--- config.mk ---
export PLATFORM = sky130hd
export DESIGN_NAME = md_multi_pad_encoder
export DESIGN_NICKNAME = d
export VERILOG_FILES = /design/src/rtl/md_enc_pkg.sv /design/src/rtl/md_enc_port.sv /design/src/rtl/md_multi_pad_encoder.sv
export SDC_FILE = /design/constraint.sdc
export NUM_CORES = 1
export LEC_CHECK = 0
export BUFFER_PORTS_ARGS = -buffer_cell sky130_fd_sc_hd__buf_2
export CAP_MARGIN = 20
export CORE_MARGIN = 2
export CORE_UTILIZATION = 46
export CTS_BUF_LIST = sky130_fd_sc_hd__clkbuf_4
export DETAILED_ROUTE_END_ITERATION = 12
export PLACE_DENSITY = 0.67
export SLEW_MARGIN = 15
export SYNTH_ARGS = -nofsm -noshare
export SYNTH_HDL_FRONTEND = slang
export SYNTH_SLANG_ARGS = --single-unit
--- constraint.sdc ---
create_clock -name clk -period 3.9 [get_ports clk]
set_input_delay 0.78 -clock clk [delete_from_list [all_inputs] [get_ports clk]]
set_output_delay 0.78 -clock clk [all_outputs]
set_load 0.05 [all_outputs]
--- src/rtl/md_enc_pkg.sv ---
// md_enc_pkg: shared button/pin indices, phase type and output-select encoding for the Mega Drive pad encoder
package md_enc_pkg;
    localparam int BTN_UP = 0;
    localparam int BTN_DW = 1;
    localparam int BTN_LF = 2;
    localparam int BTN_RG = 3;
    localparam int BTN_A  = 4;
    localparam int BTN_B  = 5;
    localparam int BTN_C  = 6;
    localparam int BTN_ST = 7;
    localparam int BTN_X  = 8;
    localparam int BTN_Y  = 9;
    localparam int BTN_Z  = 10;
    localparam int BTN_MD = 11;

    localparam int DB_P9 = 0;
    localparam int DB_P6 = 1;
    localparam int DB_P4 = 2;
    localparam int DB_P3 = 3;
    localparam int DB_P2 = 4;
    localparam int DB_P1 = 5;

    typedef logic [2:0] phase_t;

    typedef enum logic [2:0] {SEL_NORM_HI, SEL_XYZ, SEL_NORM_LO, SEL_ZERO, SEL_ONES} sel_t;

    function automatic phase_t sat7(phase_t p);
        return (p == 3'd7) ? p : p + 3'd1;
    endfunction

    function automatic sel_t out_sel(logic s, phase_t p);
        return s ? ((p == 3'd4 || p == 3'd5) ? SEL_XYZ : SEL_NORM_HI)
                 : ((p == 3'd3 || p == 3'd4) ? SEL_ZERO :
                    (p == 3'd5 || p == 3'd6) ? SEL_ONES : SEL_NORM_LO);
    endfunction
endpackage

--- src/rtl/md_enc_port.sv ---
// md_enc_port: one pad channel - p7 synchroniser, edge count with timeout, registered DB9 output mux
//   clk, rst_n (sync, active-low) | p7: async select pin | btn[11]..[0]={md,z,y,x,st,c,b,a,rg,lf,dw,up} active-low
//   mode3: hold in three-button behaviour | db_out[5:0]={p1,p2,p3,p4,p6,p9}
module md_enc_port
    import md_enc_pkg::*;
#(
    parameter int TIMEOUT_CYCLES = 36000,
    parameter int SYNC_STAGES    = 2
) (
    input  logic        clk,
    input  logic        rst_n,
    input  logic        p7,
    input  logic [11:0] btn,
    input  logic        mode3,
    output logic [5:0]  db_out
);
    localparam int TW = $clog2(TIMEOUT_CYCLES + 1);
    localparam logic [TW-1:0] RELOAD = TW'(TIMEOUT_CYCLES);

    logic [SYNC_STAGES-1:0] sync;
    logic                   s, s_prev, edge_det;
    phase_t                 phase;
    logic [TW-1:0]          timer;
    sel_t                   sel;
    logic [5:0]             nxt;

    assign s        = sync[SYNC_STAGES-1];
    assign edge_det = s ^ s_prev;

    always_comb begin
        sel = out_sel(s, phase);
        nxt = (sel == SEL_XYZ)     ? {btn[BTN_Z], btn[BTN_Y], btn[BTN_X], btn[BTN_MD], 2'b11} :
              (sel == SEL_NORM_LO) ? {btn[BTN_UP], btn[BTN_DW], 2'b00, btn[BTN_A], btn[BTN_ST]} :
              (sel == SEL_ZERO)    ? {4'b0000, btn[BTN_A], btn[BTN_ST]} :
              (sel == SEL_ONES)    ? {4'b1111, btn[BTN_A], btn[BTN_ST]} :
                                     {btn[BTN_UP], btn[BTN_DW], btn[BTN_LF], btn[BTN_RG], btn[BTN_B], btn[BTN_C]};
    end

    // An edge landing on the expiry cycle counts from an already-cleared phase, hence 1.
    always_ff @(posedge clk) begin
        if (!rst_n) begin
            sync   <= '1;
            s_prev <= 1'b1;
            phase  <= '0;
            timer  <= RELOAD;
            db_out <= '1;
        end else begin
            sync   <= {sync[SYNC_STAGES-2:0], p7};
            s_prev <= s;
            db_out <= nxt;
            if (mode3) begin
                phase <= '0;
                timer <= RELOAD;
            end else if (edge_det) begin
                phase <= (timer == '0) ? 3'd1 : sat7(phase);
                timer <= RELOAD;
            end else if (timer == '0) begin
                phase <= '0;
                timer <= RELOAD;
            end else begin
                timer <= timer - 1'b1;
            end
        end
    end
endmodule

--- src/rtl/md_multi_pad_encoder.sv ---
// md_multi_pad_encoder: N-port synchronous Mega Drive six-button pad encoder with optional autofire (MD_ENC_TURBO_EN)
//   clk, rst_n (sync, active-low) | p7[N]: select pins | btn[12N]: per-port active-low buttons
//   mode3[N]: forced three-button | turbo_msk[3N]: {c,b,a} autofire enables (MD_ENC_TURBO_EN only)
//   db_out[6N]: per port {p1,p2,p3,p4,p6,p9}
module md_multi_pad_encoder
    import md_enc_pkg::*;
#(
    parameter int NUM_PORTS   = 2,
    parameter int CLK_FREQ    = 20000000,
    parameter int TIMEOUT_US  = 1800,
    parameter int SYNC_STAGES = 2,
    parameter int TURBO_HZ    = 15
) (
    input  logic                   clk,
    input  logic                   rst_n,
    input  logic [NUM_PORTS-1:0]   p7,
    input  logic [12*NUM_PORTS-1:0] btn,
    input  logic [NUM_PORTS-1:0]   mode3,
`ifdef MD_ENC_TURBO_EN
    input  logic [3*NUM_PORTS-1:0] turbo_msk,
`endif
    output logic [6*NUM_PORTS-1:0] db_out
);
    localparam int TIMEOUT_CYCLES = CLK_FREQ / 1_000_000 * TIMEOUT_US;

    logic [12*NUM_PORTS-1:0] btn_eff;

`ifdef MD_ENC_TURBO_EN
    localparam int TDIV = CLK_FREQ / (2 * TURBO_HZ);
    localparam int DW   = $clog2(TDIV + 1);

    logic [DW-1:0] div;
    logic          turbo;

    always_ff @(posedge clk) begin
        if (!rst_n) begin
            div   <= '0;
            turbo <= 1'b0;
        end else if (div == DW'(TDIV - 1)) begin
            div   <= '0;
            turbo <= ~turbo;
        end else begin
            div <= div + 1'b1;
        end
    end

    // Held (0) buttons with autofire enabled read as released while turbo is high.
    for (genvar i = 0; i < NUM_PORTS; i++) begin : g_turbo
        assign btn_eff[12*i +: 12] = btn[12*i +: 12] | {5'b0, turbo_msk[3*i +: 3] & {3{turbo}}, 4'b0};
    end
`else
    assign btn_eff = btn;
`endif

    for (genvar i = 0; i < NUM_PORTS; i++) begin : g_port
        md_enc_port #(
            .TIMEOUT_CYCLES(TIMEOUT_CYCLES),
            .SYNC_STAGES   (SYNC_STAGES)
        ) u_port (
            .clk   (clk),
            .rst_n (rst_n),
            .p7    (p7[i]),
            .btn   (btn_eff[12*i +: 12]),
            .mode3 (mode3[i]),
            .db_out(db_out[6*i +: 6])
        );
    end
endmodule
==> results by group <==
Floorplanning
  – Core region area: 5440 um^2
  – Horiz. Die Dim: 78.5 um
  – DIE HEIGHT: 78.5 um
  – Full die area: 6160 um^2
  – IO Pins: 42
  – # rows: 27
  – Starting density of the core: 46.9%

Logic synthesis
  – Top cell type's share of synthesized area: 43.9%
  – Asr flop ratio synth: 0%
  – Syn. warnings: 0
  – Post-Syn Area: 2550 um^2
  – Syn nets: 325
  – Yosys cell types: 35
  – Synth area leaders: dfxtp_1 (44%), ha_1 (6.9%), xor2_1 (5.5%), nor2_1 (4.6%), nand2b_1 (3.7%)
  – Predominant post-synthesis flop cell: dfxtp_1
  – Commonest cells in the netlist: dfxtp_1 (56), nor2_1 (31), nand2_1 (16), xor2_1 (16)
  – Flop and latch count out of synthesis: 56
  – Number of flops mapped to enable cells by yosys: 0
  – Register area share after synthesis: 43.9%
  – Area leader, netlist: dfxtp_1
  – Syn_area_per_cell: 9.08 um^2
  – Gate Count Post-Synth: 281
  – Most frequent cell after synthesis: dfxtp_1

Drt
  – DR vias/cell: 5.09
  – DRT iter0 DRCs: 67
  – Vias: 2021
  – Final WL: 4570 um
  – WL/cell: 11.5 um
  – Remaining DRCs: 0
  – Final ANT Viol Nets: 0
  – TritonRoute pass-1 iters: 4

CTS
  – H-tree Lvls: 2
  – PostCTS Resize Cnt: 0
  – Sink Count: 56
  – Bufs on Longest Clock Path: 2
  – Clock latency on the worst-skew pair: 370 ps
  – CTS tree: yes
  – Hold-fix buffers, CTS: 0
  – CTS Buf Count: 5
  – Setup repair bufs after CTS: 0
  – Worst-path clk slew: 150 ps
  – Root Buffer: clkbuf_4

Timing
  – Worst rel slew slack: 39.3%
  – RSZ-0062 raised after global routing: no
  – Fmax: 0.505 GHz
  – Fin. max-slew vios: 0
  – Worst Clk Skew: 5.89 ps
  – Setup TNS: 0 ps
  – Setup-failing EPs final: 0
  – Worst Slack Setup Final: 1920 ps
  – Post-layout min period: 1980 ps
  – Final Hold Vio Count: 0
  – Fin crit share: 50.7%
  – Worst-margin pin slew: 908 ps

Power and ir drop
  – LEAKAGE: 0.00116 uW
  – P per Cell Area: 368 nW/um^2
  – Maximum vdd ir drop: 0.140 mV

Placement
  – GP Congestion: 0.779
  – IO Port Bufs: 41
  – DP Worst Slack: 1630 ps
  – Placed cells: 388
  – DP HPWL: 3320 um

Global route
  – Vias in the first global route: 1735
  – All-Layer GR Usage: 15.3%
  – Antenna violations before repair: 0
  – GR Overflow Total: 0
  – Largest net degree at the start of global routing: 22
  – First-pass GRT wire length: 7650 um

Worst setup path
  – Cell Chain, Critical Path: inv_1 -> ha_1 -> nor3b_1 -> nand4b_1 -> xor2_1 -> nand2b_1
  – CP delay by family, top: simple AND/OR/NAND/NOR gates
  – Worst setup EP type: register
  – Slowest stage delay, CP: 750 ps
  – Worst EP arrival: 2250 ps
  – CP required: 4170 ps
  – Setup CP Type: reg2reg
  – Worst path buffer plus inverter count: 1
  – Slowest-stage cell, CP: nor3b_1
  – Startpoint types: register
  – Critical Path Fanout Max: 7
  – R2R Setup Slk: 1920 ps

Layout
  – Fraction of layout cells with a size suffix above 1: 17.2%
  – Area Overhead vs Synth: 14.1%
  – Fin cells: 397
  – Inserted Diodes: 0
  – Nets: 368

Job
  – Total of max-cap violations: 0

Hold path
  – Worst hold path type: reg2reg

Status
  – Status: complete, no violations
final timing paths:
| kind | start | endpoint | cells after the start |
|---|---|---|---|
| worst max-delay path | g_port[1].u_port.timer[0]$_SDFF_PP0_ | g_port[1].u_port.timer[10]$_SDFF_PP1_ | 6 |
| worst min-delay path | g_port[1].u_port.sync[0]$_SDFF_PN1_ | g_port[1].u_port.sync[1]$_SDFF_PN1_ | 1 |
| worst max register to register | g_port[1].u_port.timer[0]$_SDFF_PP0_ | g_port[1].u_port.timer[10]$_SDFF_PP1_ | 6 |
| worst min register to register | g_port[1].u_port.sync[0]$_SDFF_PN1_ | g_port[1].u_port.sync[1]$_SDFF_PN1_ | 1 |
metrics by stage:
step                total power [uW]  cell area (um^2)  hold WS [ps]  utilization [%]
finish                          1070              2910           424             53.5
floorplan                        725              2550           386                -
global route                    1120              2910           445             53.5
detailed placement               765              2830           392             51.9
global placement                 764              2830           391             51.9
CTS                             1080              2910           428             53.4
placed cells by master, fill, tap and decap left out, types with 3 or more instances in the layout:
| master | n |
|---|---|
| clkbuf_4 | 6 |
| nand4_1 | 5 |
| xor2_1 | 16 |
| buf_2 | 41 |
| or3_1 | 3 |
| ha_1 | 14 |
| nor2b_1 | 8 |
| nand2_1 | 16 |
| o211ai_1 | 4 |
| o31ai_1 | 3 |
| nand4b_1 | 3 |
| nor2_1 | 31 |
| a21oi_1 | 8 |
| a21boi_0 | 3 |
| inv_1 | 15 |
| o221ai_1 | 4 |
| o21ai_0 | 13 |
| xnor2_1 | 5 |
| or4_1 | 3 |
| mux2i_1 | 6 |
| nand3_1 | 15 |
| nor3_1 | 9 |
| dfxtp_1 | 56 |
| nand3b_1 | 3 |
| nand2b_1 | 15 |
cell families (layout without fill, tap and decap cells):
| family | Yosys count | after routing | synth area share [%] |
|---|---|---|---|
| muxes | 6 | 6 | 2.35 |
| buffers and inverters | 22 | 66 | 3.33 |
| adders and majority gates | 14 | 14 | 6.87 |
| DFF | 56 | 56 | 43.9 |
| and+or+nand+nor | 122 | 122 | 26.2 |
| AOI/OAI and AO/OA | 40 | 40 | 10.1 |
| xor gates and xnor gates | 21 | 21 | 7.21 |
state kept, by name, summed over array words and instances, names as in the netlist:
signal                cells
g_port.u_port.db_out     12
g_port.u_port.timer      32
g_port.u_port.sync        4
g_port.u_port.s_prev      2
g_port.u_port.phase       6
metal layers:
metal	share of wire, %	track usage, %	routed length, um
met5	0	0	0
met4	0.92	4.21	42
met3	6.0	4.48	276
met2	45	25.5	2070
met1	48	19.3	2190
cell type report:
class | count | area [um^2]
repair buffers | 43 | 218
well taps | 72 | 90.1
clock buffers | 6 | 45.0
inverters | 15 | 56.3
clock inverters | 2 | 35.0
fillers | 525 | 2530
multi-input cells | 203 | 1350
flip-flops and latches | 56 | 1120
report_power, final:
part / internal (uW) / total [uW] / switching (uW)
Clock: 142 / 317 / 175
Sequential: 594 / 611 / 17.0
Combinational: 54.7 / 143 / 88.0
Total: 790 / 1070 / 280
No activity file was read; power rests on OpenSTA's default activity.
